===== config.mk =====
export PLATFORM = sky130hd
export DESIGN_NAME = spi_frame_streamer
export DESIGN_NICKNAME = d
export VERILOG_FILES = /design/src/rtl/spi_frame_streamer_pkg.sv /design/src/rtl/spi_frame_streamer_fifo.sv /design/src/rtl/spi_frame_streamer.sv
export SDC_FILE = /design/constraint.sdc
export NUM_CORES = 1
export LEC_CHECK = 0
export ABC_CLOCK_PERIOD_IN_PS = 14920
export BUFFER_PORTS_ARGS = -buffer_cell sky130_fd_sc_hd__buf_2
export CORE_MARGIN = 2
export CORE_UTILIZATION = 49
export DETAILED_ROUTE_END_ITERATION = 10
export GPL_ROUTABILITY_DRIVEN = 0
export PLACE_DENSITY = 0.77
export SLEW_MARGIN = 20
export SYNTH_ARGS = -nofsm -noshare
export SYNTH_HDL_FRONTEND = slang
export SYNTH_SLANG_ARGS = --single-unit

===== constraint.sdc =====
create_clock -name clk_in -period 14.92 [get_ports clk_in]
set_clock_uncertainty 0.15 [all_clocks]
set_input_delay 0.746 -clock clk_in [delete_from_list [all_inputs] [get_ports clk_in]]
set_output_delay 0.746 -clock clk_in [all_outputs]
set_load 0.01 [all_outputs]

===== src/rtl/spi_frame_streamer_pkg.sv =====
`default_nettype none
// +----------------------------------------------------------------------+
// | spi_stream_pkg : serializer state encoding and parameter defaults    |
// | Rev 1.0                                                              |
// +----------------------------------------------------------------------+
package spi_stream_pkg;

    typedef enum logic [1:0] {
        IDLE = 2'd0,
        SEND = 2'd1,
        GAP  = 2'd2
    } state_t;

    localparam int c_DEF_DATA_WIDTH      = 16;
    localparam int c_DEF_LINES           = 6;
    localparam int c_DEF_DATA_CLK_PERIOD = 6;
    localparam int c_DEF_DS_SHIFT        = 1;
    localparam int c_DEF_FIFO_DEPTH      = 4;
    localparam int c_DEF_HCOUNT_W        = 11;
    localparam int c_DEF_VCOUNT_W        = 10;

endpackage
`default_nettype wire


===== src/rtl/spi_frame_streamer_fifo.sv =====
`default_nettype none
// +----------------------------------------------------------------------+
// | packet_fifo : synchronous packet FIFO, same-cycle push/pop when full |
// | Rev 1.0                                                              |
// +----------------------------------------------------------------------+
module packet_fifo #(
    parameter int WIDTH = 96,
    parameter int DEPTH = 4
) (
    input  logic             clk_i,
    input  logic             rst_i,
    input  logic             push_i,
    input  logic [WIDTH-1:0] wdata_i,
    input  logic             pop_i,
    output logic [WIDTH-1:0] rdata_o,
    output logic             full_o,
    output logic             empty_o
);
    localparam int AW = (DEPTH > 1) ? $clog2(DEPTH) : 1;

    logic [WIDTH-1:0] mem_q [DEPTH];
    logic [AW:0]      wr_ptr_q;
    logic [AW:0]      rd_ptr_q;
    logic             w_do_push;
    logic             w_do_pop;

    // Extra pointer MSB distinguishes full from empty when the indices match.
    assign empty_o   = (wr_ptr_q == rd_ptr_q);
    assign full_o    = (wr_ptr_q[AW] != rd_ptr_q[AW]) &&
                       (wr_ptr_q[AW-1:0] == rd_ptr_q[AW-1:0]);
    assign w_do_pop  = pop_i && !empty_o;
    assign w_do_push = push_i && (!full_o || w_do_pop);
    assign rdata_o   = mem_q[rd_ptr_q[AW-1:0]];

    always_ff @(posedge clk_i) begin
        if (rst_i) begin
            wr_ptr_q <= '0;
            rd_ptr_q <= '0;
        end else begin
            if (w_do_push) wr_ptr_q <= wr_ptr_q + 1'b1;
            if (w_do_pop)  rd_ptr_q <= rd_ptr_q + 1'b1;
        end
    end

    always_ff @(posedge clk_i) begin
        if (w_do_push) mem_q[wr_ptr_q[AW-1:0]] <= wdata_i;
    end

endmodule
`default_nettype wire


===== src/rtl/spi_frame_streamer.sv =====
`default_nettype none
// +----------------------------------------------------------------------+
// | spi_frame_streamer : packs downsampled pixels into LINES-wide SPI     |
// | packets. Optional frame marker packet: SPI_FRAME_MARKER_EN. Rev 1.0  |
// +----------------------------------------------------------------------+
module spi_frame_streamer
    import spi_stream_pkg::*;
#(
    parameter int DATA_WIDTH      = c_DEF_DATA_WIDTH,
    parameter int LINES           = c_DEF_LINES,
    parameter int DATA_CLK_PERIOD = c_DEF_DATA_CLK_PERIOD,
    parameter int DS_SHIFT        = c_DEF_DS_SHIFT,
    parameter int FIFO_DEPTH      = c_DEF_FIFO_DEPTH,
    parameter int HCOUNT_W        = c_DEF_HCOUNT_W,
    parameter int VCOUNT_W        = c_DEF_VCOUNT_W
) (
    input  logic                  clk_in,
    input  logic                  rst_in,
    input  logic                  pixel_valid_in,
    input  logic [DATA_WIDTH-1:0] pixel_data_in,
    input  logic [HCOUNT_W-1:0]   hcount_in,
    input  logic [VCOUNT_W-1:0]   vcount_in,
    output logic [LINES-1:0]      chip_data_out,
    output logic                  chip_clk_out,
    output logic                  chip_sel_out,
    output logic                  busy_out,
    output logic                  overflow_out
);
    localparam int PKT_W  = LINES * DATA_WIDTH;
    localparam int CNT_W  = $clog2(DATA_CLK_PERIOD);
    localparam int BIT_W  = (DATA_WIDTH > 1) ? $clog2(DATA_WIDTH) : 1;
    localparam int SLOT_W = (LINES > 1) ? $clog2(LINES) : 1;

    localparam logic [HCOUNT_W-1:0] H_MASK    = HCOUNT_W'((1 << DS_SHIFT) - 1);
    localparam logic [VCOUNT_W-1:0] V_MASK    = VCOUNT_W'((1 << DS_SHIFT) - 1);
    localparam logic [CNT_W-1:0]    CNT_HALF  = CNT_W'(DATA_CLK_PERIOD / 2 - 1);
    localparam logic [CNT_W-1:0]    CNT_LAST  = CNT_W'(DATA_CLK_PERIOD - 1);
    localparam logic [BIT_W-1:0]    BIT_LAST  = BIT_W'(DATA_WIDTH - 1);
    localparam logic [SLOT_W-1:0]   SLOT_LAST = SLOT_W'(LINES - 1);

    logic              w_sel;
    logic              w_frame_start;
    logic [SLOT_W-1:0] w_slot;
    logic [SLOT_W-1:0] slot_cnt_q, slot_cnt_d;
    logic [PKT_W-1:0]  pkt_q, pkt_d;
    logic              w_push_data;
    logic              w_push;
    logic [PKT_W-1:0]  w_wdata;
    logic              w_pop;
    logic              w_full;
    logic              w_empty;
    logic              w_drop;
    logic [PKT_W-1:0]  w_rdata;
    logic [LINES-1:0]  w_load_msb;
    logic [LINES-1:0]  w_next_msb;

    state_t            state_q;
    logic [CNT_W-1:0]  cnt_q;
    logic [BIT_W-1:0]  bit_q;
    logic [PKT_W-1:0]  shift_q;
    logic [LINES-1:0]  data_q;
    logic              sclk_q;
    logic              cs_q;
    logic              ovf_q;

    assign w_sel         = pixel_valid_in && ((hcount_in & H_MASK) == '0) &&
                           ((vcount_in & V_MASK) == '0);
    assign w_frame_start = w_sel && (hcount_in == '0) && (vcount_in == '0);
    assign w_slot        = w_frame_start ? '0 : slot_cnt_q;
    assign w_push_data   = w_sel && (w_slot == SLOT_LAST);

    always_comb begin
        pkt_d      = pkt_q;
        slot_cnt_d = slot_cnt_q;
        if (w_sel) begin
            for (int s = 0; s < LINES; s++) begin
                if (w_slot == SLOT_W'(s)) pkt_d[s*DATA_WIDTH +: DATA_WIDTH] = pixel_data_in;
            end
            slot_cnt_d = w_push_data ? '0 : w_slot + 1'b1;
        end
    end

`ifdef SPI_FRAME_MARKER_EN
    assign w_push  = w_push_data || w_frame_start;
    assign w_wdata = w_frame_start ? '1 : pkt_d;
`else
    assign w_push  = w_push_data;
    assign w_wdata = pkt_d;
`endif

    assign w_pop  = !w_empty && ((state_q == IDLE) || ((state_q == GAP) && (cnt_q == CNT_LAST)));
    assign w_drop = w_push && w_full && !w_pop;

    packet_fifo #(
        .WIDTH (PKT_W),
        .DEPTH (FIFO_DEPTH)
    ) u_fifo (
        .clk_i   (clk_in),
        .rst_i   (rst_in),
        .push_i  (w_push),
        .wdata_i (w_wdata),
        .pop_i   (w_pop),
        .rdata_o (w_rdata),
        .full_o  (w_full),
        .empty_o (w_empty)
    );

    // Shifting the whole packet left by one keeps every slot's next bit at its MSB.
    for (genvar i = 0; i < LINES; i++) begin : g_msb
        assign w_load_msb[i] = w_rdata[i*DATA_WIDTH + DATA_WIDTH - 1];
        assign w_next_msb[i] = shift_q[i*DATA_WIDTH + DATA_WIDTH - 2];
    end

    always_ff @(posedge clk_in) begin
        if (rst_in) begin
            slot_cnt_q <= '0;
            pkt_q      <= '0;
            ovf_q      <= 1'b0;
        end else begin
            slot_cnt_q <= slot_cnt_d;
            pkt_q      <= pkt_d;
            ovf_q      <= w_drop;
        end
    end

    always_ff @(posedge clk_in) begin
        if (rst_in) begin
            state_q <= IDLE;
            cnt_q   <= '0;
            bit_q   <= '0;
            shift_q <= '0;
            data_q  <= '0;
            sclk_q  <= 1'b0;
            cs_q    <= 1'b1;
        end else begin
            case (state_q)
                IDLE: begin
                    if (w_pop) begin
                        state_q <= SEND;
                        cnt_q   <= '0;
                        bit_q   <= '0;
                        shift_q <= w_rdata;
                        data_q  <= w_load_msb;
                        cs_q    <= 1'b0;
                        sclk_q  <= 1'b0;
                    end
                end
                SEND: begin
                    cnt_q <= cnt_q + 1'b1;
                    if (cnt_q == CNT_HALF) sclk_q <= 1'b1;
                    if (cnt_q == CNT_LAST) begin
                        cnt_q  <= '0;
                        sclk_q <= 1'b0;
                        if (bit_q == BIT_LAST) begin
                            state_q <= GAP;
                            cs_q    <= 1'b1;
                            data_q  <= '0;
                        end else begin
                            bit_q   <= bit_q + 1'b1;
                            shift_q <= shift_q << 1;
                            data_q  <= w_next_msb;
                        end
                    end
                end
                GAP: begin
                    cnt_q <= cnt_q + 1'b1;
                    if (cnt_q == CNT_LAST) begin
                        cnt_q <= '0;
                        if (w_pop) begin
                            state_q <= SEND;
                            bit_q   <= '0;
                            shift_q <= w_rdata;
                            data_q  <= w_load_msb;
                            cs_q    <= 1'b0;
                        end else begin
                            state_q <= IDLE;
                        end
                    end
                end
                default: state_q <= IDLE;
            endcase
        end
    end

    assign chip_data_out = data_q;
    assign chip_clk_out  = sclk_q;
    assign chip_sel_out  = cs_q;
    assign overflow_out  = ovf_q;
    assign busy_out      = (state_q != IDLE) || !w_empty;

endmodule
`default_nettype wire


# After elaboration in Yosys (flattened, before gate mapping)

Memory sizes are Yosys's and may differ from the RTL's. A register that Yosys moved wholly into a read port is not among the register bits.
Index checks and enable logic that the tools add are counted.

Memory bits (writable): 384
Memories kept: 1
Register bits: 219
Input bits: 40
Output and inout bits: 10
Word-level logic and storage cells: 118

Memories:

| memory       | words | bits a word | read ports | clocked after Yosys merged registers in | write ports | RTL line                      | source |
|---|---|---|---|---|---|---|---|
| u_fifo.mem_q | 4     | 96          | 1          | 1                                       | 1           | spi_frame_streamer_fifo.sv:21 | `logic [WIDTH-1:0] mem_q [DEPTH];` |

Reduce and logical (&&, ||, !) cells: 35
Muxes and demuxes: 46
Add/sub/neg operators: 5
Eq/ne operators: 19

Operators by type and width:

| kind                                           | count |
|---|---|
| 2-to-1 mux 96 bit                              | 5 |
| one-hot mux 96 bit (3 select lines)            | 1 |
| 2-to-1 mux 16 bit                              | 6 |
| 2-to-1 mux 6 bit                               | 4 |
| logical NOT 11 bit                             | 2 |
| logical NOT 10 bit                             | 2 |
| one-hot mux 6 bit (3 select lines)             | 1 |
| 2-to-1 mux 4 bit                               | 4 |
| adder 3 x 1 -> 3 bit (second input constant)   | 4 |
| logical AND 1 bit                              | 12 |
| 2-to-1 mux 2 bit                               | 6 |
| 2-to-1 mux 3 bit                               | 4 |
| one-hot mux 4 bit (3 select lines)             | 1 |
| AND reduction 4 bit                            | 3 |
| 2-to-1 mux 1 bit                               | 10 |
| == test 3 x 2 -> 1 bit (second input constant) | 3 |
| == test 3 bit (second input constant)          | 3 |
| inequality test 2 bit (second input constant)  | 3 |
| one-hot mux 2 bit (3 select lines)             | 1 |
| one-hot mux 3 bit (2 select lines)             | 1 |
| AND reduction 3 bit                            | 2 |
| nonzero test 2 bit                             | 3 |
| adder 4 x 1 -> 4 bit (second input constant)   | 1 |
| == test 4 bit (second input constant)          | 1 |
| other kinds (17)                               | 22 |

# Longest topological paths before layout

Gate-level depths: netlist of run 1.

Depth in word-level cells: 11
Mapped depth: 12

# Hierarchy

A second synthesis of run 1 with hierarchy kept.

Cells, all modules: 1,478
Area total of the unflattened synthesis: 23,971.7 µm²

By module, submodules not included:

| module             | area each (µm²) | sequential area each (µm²) | cells each | times used |
|---|---|---|---|---|
| packet_fifo        | 14,377.5        | 11,691.2                   | 557        | 1 |
| spi_frame_streamer | 9,594.2         | 4,244.1                    | 921        | 1 |

# Least setup slack after synthesis of run 1

OpenSTA, ideal clock, no wires.

Path kind: input -> register
Start: input hcount_in[1]
End: register u_fifo.wr_ptr_q[2]
Buffers on the path: 1
Setup time: 94 ps
Setup slack: 4,306 ps
Cell stages on the path: 10
Data arrival time: 10,371 ps
Cell sequence: nor4_1 -> nand4_2 -> or2_2 -> nand2_1 -> ha_1 -> and3_1 -> o21ai_1 -> buf_2 -> nor3b_1 -> mux2_2

Longest elaborated chain between the ends: 7

RTL lines:

| what                            | RTL line                      | source |
|---|---|---|
| from (decl)                     | spi_frame_streamer.sv:21      | `input logic [HCOUNT_W-1:0] hcount_in,` |
| logical NOT 11 bit              | spi_frame_streamer.sv:68      | `assign w_frame_start = w_sel && (hcount_in == '0) && (vcount_in == '0);` |
| logical AND 1 bit (2 in series) | spi_frame_streamer.sv:68      |  |
| 2-to-1 mux 3 bit                | spi_frame_streamer.sv:69      | `assign w_slot = w_frame_start ? '0 : slot_cnt_q;` |
| == test 3 bit                   | spi_frame_streamer.sv:70      | `assign w_push_data = w_sel && (w_slot == SLOT_LAST);` |
| logical AND 1 bit               | spi_frame_streamer.sv:70      |  |
| logical AND 1 bit               | spi_frame_streamer_fifo.sv:32 | `assign w_do_push = push_i && (!full_o \|\| w_do_pop);` |
| to (signal assigned)            | spi_frame_streamer_fifo.sv:40 | `if (w_do_push) wr_ptr_q <= wr_ptr_q + 1'b1;` |
| to (decl)                       | spi_frame_streamer_fifo.sv:22 | `logic [AW:0] wr_ptr_q;` |

No other way between the ends.
A chain may end at the register's enable or synchronous reset.

# Worst setup path after layout of run 1

Start: input hcount_in[0]
End: memory u_fifo.mem_q[0][76] (enable)

Longest elaborated chain between the ends: 11
Elaborated cells between the ends (all ways): 12
Those cells by class: eq/ne: 1; mux: 3; reduce/logical: 8

RTL lines:

| what                                       | RTL line                      | source |
|---|---|---|
| logical NOT 11 bit                         | spi_frame_streamer.sv:66      | `assign w_sel = pixel_valid_in && ((hcount_in & H_MASK) == '0) &&` |
| logical AND 1 bit (2 in series)            | spi_frame_streamer.sv:66      |  |
| logical AND 1 bit (2 in series)            | spi_frame_streamer.sv:68      |  |
| 2-to-1 mux 3 bit                           | spi_frame_streamer.sv:69      |  |
| == test 3 bit                              | spi_frame_streamer.sv:70      |  |
| logical AND 1 bit (*)                      | spi_frame_streamer.sv:70      |  |
| logical AND 1 bit (*)                      | spi_frame_streamer_fifo.sv:32 |  |
| 2-to-1 mux 1 bit (*)                       | spi_frame_streamer_fifo.sv:46 | `if (w_do_push) mem_q[wr_ptr_q[AW-1:0]] <= wdata_i;` |
| 2-to-1 mux 1 bit (not written as such) (*) | spi_frame_streamer_fifo.sv:46 |  |
| to (decl)                                  | spi_frame_streamer_fifo.sv:21 |  |

Every way passes the cells marked *; elsewhere a longest branch is shown, timed or not.

==> flow_metrics.py, run 1 <==
metrics = {
    "timing": {
        "tns_ns": 0,
        "min_period_over_period": 0.316,
        "setup_viol": 0,
        "maxSlewViolCount": 0,
        "worst_slew_pin_slew_ns": 1.15,
        "max_freq_mhz": 212,
        "rsz0062_at_grt": "false",
        "finalHoldViolCount": 0,
        "finalCriticalPeriod_ns": 4.72,
        "maxSlewHeadroom": 0.233,
    },
    "critical_path": {
        "path_class": "in -> reg",
        "cp_data_required_time_ns": 14.99,
        "end_kind": "register",
        "crit_path_top_delay_cell": "buf_4",
        "critPathLaunchType": "input pin",
        "worst-path-buf-inv": 3,
        "crit_chain": "buf_2, nor3b_4, nand4_2, or2_2, nand2_1, ha_1, and3_1, o21ai_2, buf_4, nor2_1, and2_4, buf_4",
        "arrival_ns": 4.79,
        "crit_family": "simple AND/OR/NAND/NOR gates",
        "crit_fanout": 66,
        "cpPeakStageDelay_ns": 0.89,
        "cpMostUsedCell": "buf_4",
    },
    "grt": {
        "met2_usage": 0.343,
        "antenna_found_initial": 2,
        "track_usage": 0.203,
        "grt_pass1_vias": 14004,
        "grt_max_degree": 90,
        "grt_util_met1": 0.261,
        "gr-total-overflow": 0,
        "grt_util_met3": 0.0418,
        "grt_pass1_wl_mm": 78.2,
        "grt-busiest-layer": "met2",
    },
    "route": {
        "drt_iter0_markers": 1121,
        "drc": 0,
        "vias": 13675,
        "ant_nets": 0,
        "wl_mm": 50.2,
        "dr.pass1.iters": 5,
        "vias_per_cell": 5.89,
        "avgRoutedWirePerCell_um": 21.6,
    },
    "floorplan": {
        "core_mm2": 0.0476,
        "die_h_um": 224,
        "die-area_mm2": 0.0500,
        "io_pins": 50,
        "start_util": 0.496,
        "num_rows": 80,
        "fp.dieW_um": 224,
    },
    "clock_tree": {
        "postCtsSetupBuffers": 0,
        "post_cts_resize_count": 0,
        "cts_hold_buf": 0,
        "cts_inserted_buffers": 56,
        "cts_tree": "yes",
        "htreeDepth": 2,
        "path_clk_slew_ns": 0.06,
        "clk_path_buf_depth": 3,
        "root_buffer": "clkbuf_16",
        "clock_latency_ns": 0.62,
        "numClockSinks": 604,
    },
    "synth": {
        "synth_seq_cells": 604,
        "synth.avg_cell_area_um2": 14.4,
        "netlist.area_leader.share": 0.488,
        "yosysSeqAreaShare": 0.674,
        "yosysWarnings": 0,
        "async_reset_ff_frac": 0,
        "synth_cell_types": 59,
        "synth_cells": 1647,
        "synth_flop_cell": "edfxtp_1",
        "syn_nets": 1702,
        "netlist_area_mm2": 0.0236,
        "synth.area.top_cells": "edfxtp_1 (49%), dfxtp_1 (19%), mux4_2 (9.1%)",
        "synth_area_leader_cell": "edfxtp_1",
        "synth_edf_count": 384,
    },
    "power": {
        "worst_ir_drop_vdd_mv": 0.110,
        "p_leak_uw": 0.00893,
        "power_density_mw_per_mm2": 146,
    },
    "final_layout": {
        "diodes": 0,
        "fin_nets": 1715,
        "fillCellCount": 3693,
        "drive_gt1_frac": 0.200,
        "seqCellArea_mm2": 0.0159,
        "final_cells": 2323,
        "multi_input_area_mm2": 0.00720,
        "area_growth_pct": 11.5,
    },
    "worst_hold_path": {
        "hp-class": "reg -> reg",
    },
    "place": {
        "place.detailed.hpwl_mm": 28.2,
        "io_buffers": 49,
        "dp.cells": 2216,
    },
    "flow_run": {
        "drv_cap": 0,
    },
    "status": {
        "status": "finished, final reports clean",
    },
}
==> layer usage <==
| layer | vias up | part of all wire |
|---|---|---|
| li1 | 6204 | - |
| met1 | 6922 | 0.41 |
| met2 | 460 | 0.49 |
| met3 | 89 | 0.075 |
| met4 | 0 | 0.030 |
| met5 | - | 0 |
==> flip-flops by register name, summed over array words and instances, names as in the netlist, named ones only <==
register	flops
chip_clk_out	1
pkt_q	96
state_q	2
u_fifo.rd_ptr_q	3
shift_q	95
bit_q	4
slot_cnt_q	3
chip_sel_out	1
u_fifo.mem_q	384
cnt_q	3
chip_data_out	6
u_fifo.wr_ptr_q	3
overflow_out	1
==> through the flow <==
stage | hold slack [ns] | area [µm²] | setup WS (ns) | utilization | power, µW
floorplan | 0.282 | 23600 | 4.31 | - | 2230
global placement | 0.292 | 24300 | 9.72 | 0.511 | 2340
detailed placement | 0.307 | 24300 | 9.59 | 0.511 | 2360
CTS | 0.316 | 26400 | 10.20 | 0.553 | 3880
global route | 0.338 | 26400 | 9.92 | 0.554 | 3990
finish | 0.317 | 26400 | 10.20 | 0.554 | 3850
==> final timing paths <==
check,startpoint,endpoint,slack [ns],depth (start not counted)
max,hcount_in[0],u_fifo.mem_q[0][76]$_DFFE_PP_,10.20,12
max reg2reg,state_q[0]$_SDFFE_PP0P_,shift_q[77]$_SDFFE_PP0P_,10.80,8
min reg2reg,slot_cnt_q[1]$_SDFFE_PP0P_,slot_cnt_q[1]$_SDFFE_PP0P_,0.32,2
min,slot_cnt_q[1]$_SDFFE_PP0P_,slot_cnt_q[1]$_SDFFE_PP0P_,0.32,2
==> cell families after synthesis <==
| logic type | after synthesis | share of synthesized area |
|---|---|---|
| buf+inv | 122 | 0.0239 |
| xor+xnor | 5 | 0.00185 |
| flops | 604 | 0.674 |
| mux | 181 | 0.131 |
| simple gates | 523 | 0.100 |
| fa+ha+maj | 15 | 0.00794 |
| compound gates | 197 | 0.0614 |
==> power by group <==
part	total [µW]	switching, µW	internal, µW
Clock	1530	619	913
Sequential	1880	49.9	1830
Combinational	442	264	177
==> synthesized netlist by cell type (3+ instances only) <==
library cell,instances
edfxtp_1,384
nand2_1,238
dfxtp_1,220
nor2_1,119
a311oi_1,97
mux4_2,96
mux2_2,63
clkbuf_1,62
nor2b_1,50
a21oi_1,45
nand3_1,43
buf_2,37
nand2b_1,34
o21ai_0,34
mux2i_1,19
ha_1,15
and2_1,8
inv_1,8
buf_6,6
nor3_1,6
buf_1,4
nor4_1,4
a311oi_2,3
buf_4,3
mux2_1,3
xnor2_1,3
==> final cells by class <==
class                      count  share of cell area
timing repair buffer          67              0.0154
clock buffer                  66              0.0569
sequential                   604               0.604
inverter                      10             0.00166
clock inverter                40              0.0195
tap                          615              0.0292
multi-input combinational    921               0.273
==> cell usage in the layout (no fill, tap or decap), types with 34 or more instances in the layout <==
cell / synthesis / layout
clkbuf_16: 0 / 58
nand2_1: 238 / 238
mux2_2: 63 / 63
o21ai_0: 34 / 34
nand3_1: 43 / 43
buf_2: 37 / 48
nor2_1: 119 / 119
mux4_2: 96 / 96
dfxtp_1: 220 / 218
nor2b_1: 50 / 50
a21oi_1: 45 / 45
nand2b_1: 34 / 34
a311oi_1: 97 / 97
edfxtp_1: 384 / 384
==> worst min-delay path: stages, from the launching register on <==
cell	delay (ns)
dfxtp_1	0.31
nand2_1	0.06
a21oi_1	0.05
(Power assumes the default switching activity.)
==> inputs of run 2 (changes only) <==
Settings changed: ABC_CLOCK_PERIOD_IN_PS 14920 to 4500.
Clock period 14.92 ns to 4.5 ns, I/O delays scaled along.
==> run 2 against run 1 <==
Compared with the run above:
- combinational power rose to 3.3 times the previous value
- core utilization up 0.52 points
- via count up 1.9%
- worst hold slack lost 0.27 ns
- count of clock-buffer cells in the layout grew 9
- setup slack lost 9.4 ns
- clock power grew to 3.1 times the previous value
- total power increased to 3.2 times the previous value
- critical path type unchanged
- critical endpoint is now u_fifo.mem_q[0][12]$_DFFE_PP_
- highest routed layer unchanged
==> flow_metrics.py, run 2 (synthesis gave the netlist of run 1 again) <==
metrics = {
    "power": {
        "switching_share": 0.248,
        "worst_ir_drop_vdd_mv": 0.377,
        "power_frac_comb": 0.118,
        "pwr-share-clk": 0.380,
        "p_total_uw": 12500,
        "power_density_mw_per_mm2": 470,
        "power_frac_seq": 0.502,
        "switchingPower_uw": 3100,
        "p_leak_uw": 0.00895,
        "p_int_uw": 9410,
    },
    "place": {
        "placement.cell_area_mm2": 0.0246,
        "io_buffers": 49,
        "place.detailed.hpwl_mm": 28.6,
        "dp_slack_ns": 0.754,
        "dp.cells": 2225,
    },
    "final_layout": {
        "final_cell_mix": "edfxtp_1 (384), nand2_1 (237), dfxtp_1 (218)",
        "fillCellCount": 3707,
        "final_cells": 2350,
        "diodes": 0,
        "area_growth_pct": 12.6,
        "final_common_cell": "edfxtp_1",
        "fin_area_mm2": 0.0266,
        "drive_gt1_frac": 0.202,
        "fin_nets": 1742,
        "largest_reg_flops": 384,
    },
    "timing": {
        "min_period_over_period": 0.825,
        "finalHoldViolCount": 0,
        "maxSlewHeadroom": 0.323,
        "rsz0062_at_grt": "false",
        "setup_ws_ns": 0.788,
        "setup_viol": 0,
        "worst_slew_pin_slew_ns": 1.02,
        "fin_hold_ws_ns": 0.0485,
        "max_freq_mhz": 269,
        "finalCriticalPeriod_ns": 3.71,
        "maxSlewViolCount": 0,
    },
    "critical_path": {
        "cp_data_required_time_ns": 4.62,
        "worstReg2RegStart": "state_q[0]$_SDFFE_PP0P_",
        "reg2reg_depth": 8,
        "end_kind": "register",
        "crit_fanout": 53,
        "critPathLaunchType": "input pin",
        "path_class": "in -> reg",
        "arrival_ns": 3.83,
        "reg2reg_to": "u_fifo.mem_q[0][12]$_DFFE_PP_",
        "r2r_slack_ns": 1.20,
    },
    "clock_tree": {
        "cts_hold_buf": 18,
        "path_clk_slew_ns": 0.06,
        "root_buffer": "clkbuf_16",
        "numClockSinks": 604,
        "htreeDepth": 2,
        "cts_inserted_buffers": 56,
        "cts_tree": "yes",
        "clock_latency_ns": 0.61,
        "postCtsSetupBuffers": 0,
        "post_cts_resize_count": 0,
        "clk_path_buf_depth": 3,
    },
    "worst_hold_path": {
        "holdCritStartpoint": "hcount_in[0]",
        "min_path_cells": 4,
        "min_to": "slot_cnt_q[1]$_SDFFE_PP0P_",
        "hp-class": "in -> reg",
    },
    "route": {
        "ant_nets": 0,
        "drc": 0,
        "vias": 13930,
        "vias_per_cell": 5.93,
        "dr.pass1.iters": 6,
        "wl_mm": 51.5,
        "drt_iter0_markers": 1346,
        "avgRoutedWirePerCell_um": 21.9,
    },
    "floorplan": {
        "num_rows": 80,
        "io_pins": 50,
        "die_h_um": 224,
        "core_mm2": 0.0476,
        "start_util": 0.496,
        "die-area_mm2": 0.0500,
        "fp.dieW_um": 224,
    },
    "status": {
        "status": "finished, final reports clean",
    },
    "grt": {
        "grt_pass1_vias": 13989,
        "gr-total-overflow": 0,
        "grt_pass1_wl_mm": 79.7,
        "antenna_found_initial": 1,
        "track_usage": 0.208,
        "grt_max_degree": 124,
    },
    "flow_run": {
        "drv_cap": 0,
    },
}
-- run 2: changes by cell type in the layout (fill, tap and decap cells not counted), sizes merged --
cell / before / now
dlygate4sd3: 0 / 18
buf: 67 / 76
clkbuf: 66 / 75
bufinv: 11 / 5
clkinv: 26 / 22
inv: 9 / 12
clkinvlp: 4 / 2
-- run 2: layer usage --
layer	vias up	share of wire	global-route usage
met3	104	0.069	0.0358
met5	-	0	0
met1	7067	0.42	0.272
met2	503	0.48	0.351
met4	0	0.032	0.0781
li1	6256	-	-
-- run 2: power by group through the flow --
stage | registers (µW) | clock network, µW | logic [µW]
2_1_floorplan | 6290 | 0 | 1120
3_3_place_gp | 6380 | 0 | 1420
3_5_place_dp | 6390 | 0 | 1460
4_1_cts | 6280 | 4820 | 1480
5_1_grt | 6300 | 5030 | 1630
6_report | 6270 | 4750 | 1480
-- run 2: worst max-delay path by stage --
stage	start	end	slack [ns]	cells past startpoint
global placement	vcount_in[0]	u_fifo.mem_q[2][59]$_DFFE_PP_	0.80	11
global route	vcount_in[0]	u_fifo.mem_q[2][13]$_DFFE_PP_	0.68	12
finish	vcount_in[0]	u_fifo.mem_q[0][12]$_DFFE_PP_	0.79	12
detailed placement	vcount_in[0]	u_fifo.mem_q[2][59]$_DFFE_PP_	0.75	11
floorplan	vcount_in[0]	u_fifo.wr_ptr_q[2]$_SDFFE_PP0P_	-0.32	10
CTS	vcount_in[0]	u_fifo.mem_q[2][13]$_DFFE_PP_	0.82	12
-- run 2: cell type report --
| class | instances | area, µm² | area share |
|---|---|---|---|
| Inverter | 10 | 43.8 | 0.00164 |
| Clock buffer | 75 | 1550 | 0.0584 |
| Sequential cell | 604 | 15900 | 0.599 |
| Multi-Input combinational cell | 921 | 7240 | 0.272 |
| Tap cell | 615 | 769 | 0.0289 |
| Clock inverter | 31 | 295 | 0.0111 |
| Timing Repair Buffer | 94 | 779 | 0.0293 |
-- run 2: through the flow --
| step | utilization | setup TNS [ns] |
|---|---|---|
| 3_5_place_dp | 0.516 | 0 |
| 6_report | 0.559 | 0 |
| 2_1_floorplan | - | -18.63 |
| 3_3_place_gp | 0.516 | 0 |
| 4_1_cts | 0.559 | 0 |
| 5_1_grt | 0.559 | 0 |
-- run 2: worst max-delay path, cell delays in order --
cell,delay (ns)
dlygate4sd3_1,0.53
buf_2,0.14
nor3b_4,0.55
nand4_2,0.38
or2_4,0.40
nand2_4,0.08
ha_4,0.15
and3_1,0.19
o21ai_2,0.08
nor2_1,0.30
and2_4,0.38
buf_12,0.36
==> inputs of run 3 (changes only) <==
Settings changed: ABC_CLOCK_PERIOD_IN_PS 4500 to 3600.
Clock period 4.5 ns to 3.6 ns, I/O delays scaled along.
==> run 3 against run 2 <==
Compared with the run above:
- wire length up 3.1%
- largest cell class unchanged
- total power increased by 26%
- setup slack lost 0.36 ns
- die area did not move
- combinational power up 28%
- count of clock-buffer cells in the layout is 22 higher
==> flow_metrics.py, run 3 (synthesis gave the netlist of run 1 again) <==
metrics = {
    "timing": {
        "setup_viol": 0,
        "finalHoldViolCount": 0,
        "worst_slew_pin_slew_ns": 0.908,
        "min_period_over_period": 0.882,
        "setup_ws_ns": 0.424,
        "maxSlewHeadroom": 0.395,
        "max_freq_mhz": 315,
        "maxSlewViolCount": 0,
        "finalCriticalPeriod_ns": 3.18,
        "fin_hold_ws_ns": 0.0407,
        "rsz0062_at_grt": "false",
    },
    "clock_tree": {
        "root_buffer": "clkbuf_16",
        "post_cts_resize_count": 0,
        "numClockSinks": 604,
        "clk_path_buf_depth": 3,
        "cts_inserted_buffers": 57,
        "htreeDepth": 2,
        "clock_latency_ns": 0.61,
        "cts_tree": "yes",
        "path_clk_slew_ns": 0.06,
    },
    "final_layout": {
        "utilization": 0.564,
        "final_cell_mix": "edfxtp_1 (384), nand2_1 (237), dfxtp_1 (218)",
        "seqCellArea_mm2": 0.0159,
        "diodes": 0,
        "fillCellCount": 3629,
        "area_growth_pct": 13.7,
        "fin_nets": 1763,
        "final_common_cell": "edfxtp_1",
        "multi_input_area_mm2": 0.00724,
        "largest_reg_flops": 384,
        "drive_gt1_frac": 0.206,
    },
    "route": {
        "dr.pass1.iters": 5,
        "avgRoutedWirePerCell_um": 22.4,
        "drt_iter0_markers": 1468,
        "wl_mm": 53.1,
        "drc": 0,
        "vias": 14121,
        "ant_nets": 0,
        "vias_per_cell": 5.96,
    },
    "floorplan": {
        "fp.dieW_um": 224,
        "io_pins": 50,
        "die_h_um": 224,
        "die-area_mm2": 0.0500,
        "start_util": 0.496,
        "num_rows": 80,
        "core_mm2": 0.0476,
    },
    "grt": {
        "track_usage": 0.215,
        "grt_max_degree": 109,
        "grt_pass1_vias": 14218,
        "antenna_found_initial": 1,
        "grt_pass1_wl_mm": 82.0,
        "gr-total-overflow": 0,
    },
    "place": {
        "place.detailed.hpwl_mm": 30.9,
        "dp_slack_ns": 0.220,
        "io_buffers": 49,
    },
    "status": {
        "status": "finished, final reports clean",
    },
    "critical_path": {
        "arrival_ns": 3.32,
        "reg2reg_depth": 9,
        "path_class": "in -> reg",
        "critPathLaunchType": "input pin",
        "r2r_slack_ns": 0.63,
        "crit_chain": "dlygate4sd3_1, buf_2, nor4_2, nand4_2, or2_4, nand2_4, ha_4, and3_1, o21ai_2, nor2_1, and2_4, buf_12",
        "cp_data_required_time_ns": 3.75,
        "worst-path-buf-inv": 3,
        "worstReg2RegStart": "state_q[0]$_SDFFE_PP0P_",
        "crit_family": "simple AND/OR/NAND/NOR gates",
        "reg2reg_to": "u_fifo.mem_q[0][52]$_DFFE_PP_",
        "end_kind": "register",
        "crit_fanout": 30,
        "crit_path_top_delay_cell": "dlygate4sd3_1",
        "cpPeakStageDelay_ns": 0.54,
    },
    "flow_run": {
        "drv_cap": 0,
    },
    "worst_hold_path": {
        "holdCritStartpoint": "vcount_in[0]",
        "min_to": "slot_cnt_q[2]$_SDFFE_PP0P_",
        "hp-class": "in -> reg",
        "min_path_cells": 4,
    },
    "power": {
        "p_leak_uw": 0.00913,
        "p_total_uw": 15700,
        "power_density_mw_per_mm2": 584,
        "worst_ir_drop_vdd_mv": 0.376,
    },
}
run 3: area by class of cell:
cell class / instances / share of cell area
multi-input cells: 921 / 0.269
inverters: 10 / 0.00163
clock buffers: 97 / 0.0662
flip-flops and latches: 604 / 0.593
well taps: 615 / 0.0286
clock inverters: 10 / 0.00428
repair buffers: 114 / 0.0371
run 3: worst min-delay path, cell delays in order:
cell and delay, ns:
buf_2 0.11, or3b_2 0.21, a311o_1 0.17, a21oi_1 0.07
run 3: per-layer routing:
| metal | wire [µm] | vias to the layer above | GRT usage | share of wire |
|---|---|---|---|---|
| li1 | - | 6292 | - | - |
| met1 | 21700 | 7131 | 0.284 | 0.41 |
| met2 | 25600 | 574 | 0.359 | 0.48 |
| met3 | 3880 | 124 | 0.0333 | 0.073 |
| met4 | 1840 | 0 | 0.0871 | 0.035 |
| met5 | 0 | - | 0 | 0 |
run 3: timing repair:
item,CTS,global route
hold buffers,23,0
hold endpoints to repair,84,0
buffers inserted,0,0
run 3: worst max path at each step:
stage	startpoint	end	slack, ns	depth (start not counted)
6_report	vcount_in[7]	u_fifo.mem_q[0][52]$_DFFE_PP_	0.42	12
5_1_grt	vcount_in[7]	u_fifo.mem_q[0][73]$_DFFE_PP_	0.29	12
4_1_cts	vcount_in[7]	u_fifo.mem_q[0][73]$_DFFE_PP_	0.47	12
3_5_place_dp	hcount_in[1]	u_fifo.mem_q[0][53]$_DFFE_PP_	0.22	11
3_3_place_gp	hcount_in[1]	u_fifo.mem_q[0][53]$_DFFE_PP_	0.35	11
2_1_floorplan	vcount_in[0]	u_fifo.wr_ptr_q[2]$_SDFFE_PP0P_	-1.17	10
run 3: where the power goes:
group / internal (µW) / total, µW / switching, µW
Combinational: 789 / 1900 / 1110
Sequential: 7590 / 7830 / 243
Clock: 3490 / 5980 / 2490
Total: 11900 / 15700 / 3840
run 3: per-stage QoR:
| step | TNS, ns | instances | area [µm²] |
|---|---|---|---|
| 2_1_floorplan | -101.57 | 1647 | 23700 |
| 3_3_place_gp | 0 | 2241 | 24800 |
| 3_5_place_dp | 0 | 2241 | 24800 |
| 4_1_cts | 0 | 2371 | 26900 |
| 5_1_grt | 0 | 2371 | 26900 |
| 6_report | 0 | 2371 | 26900 |
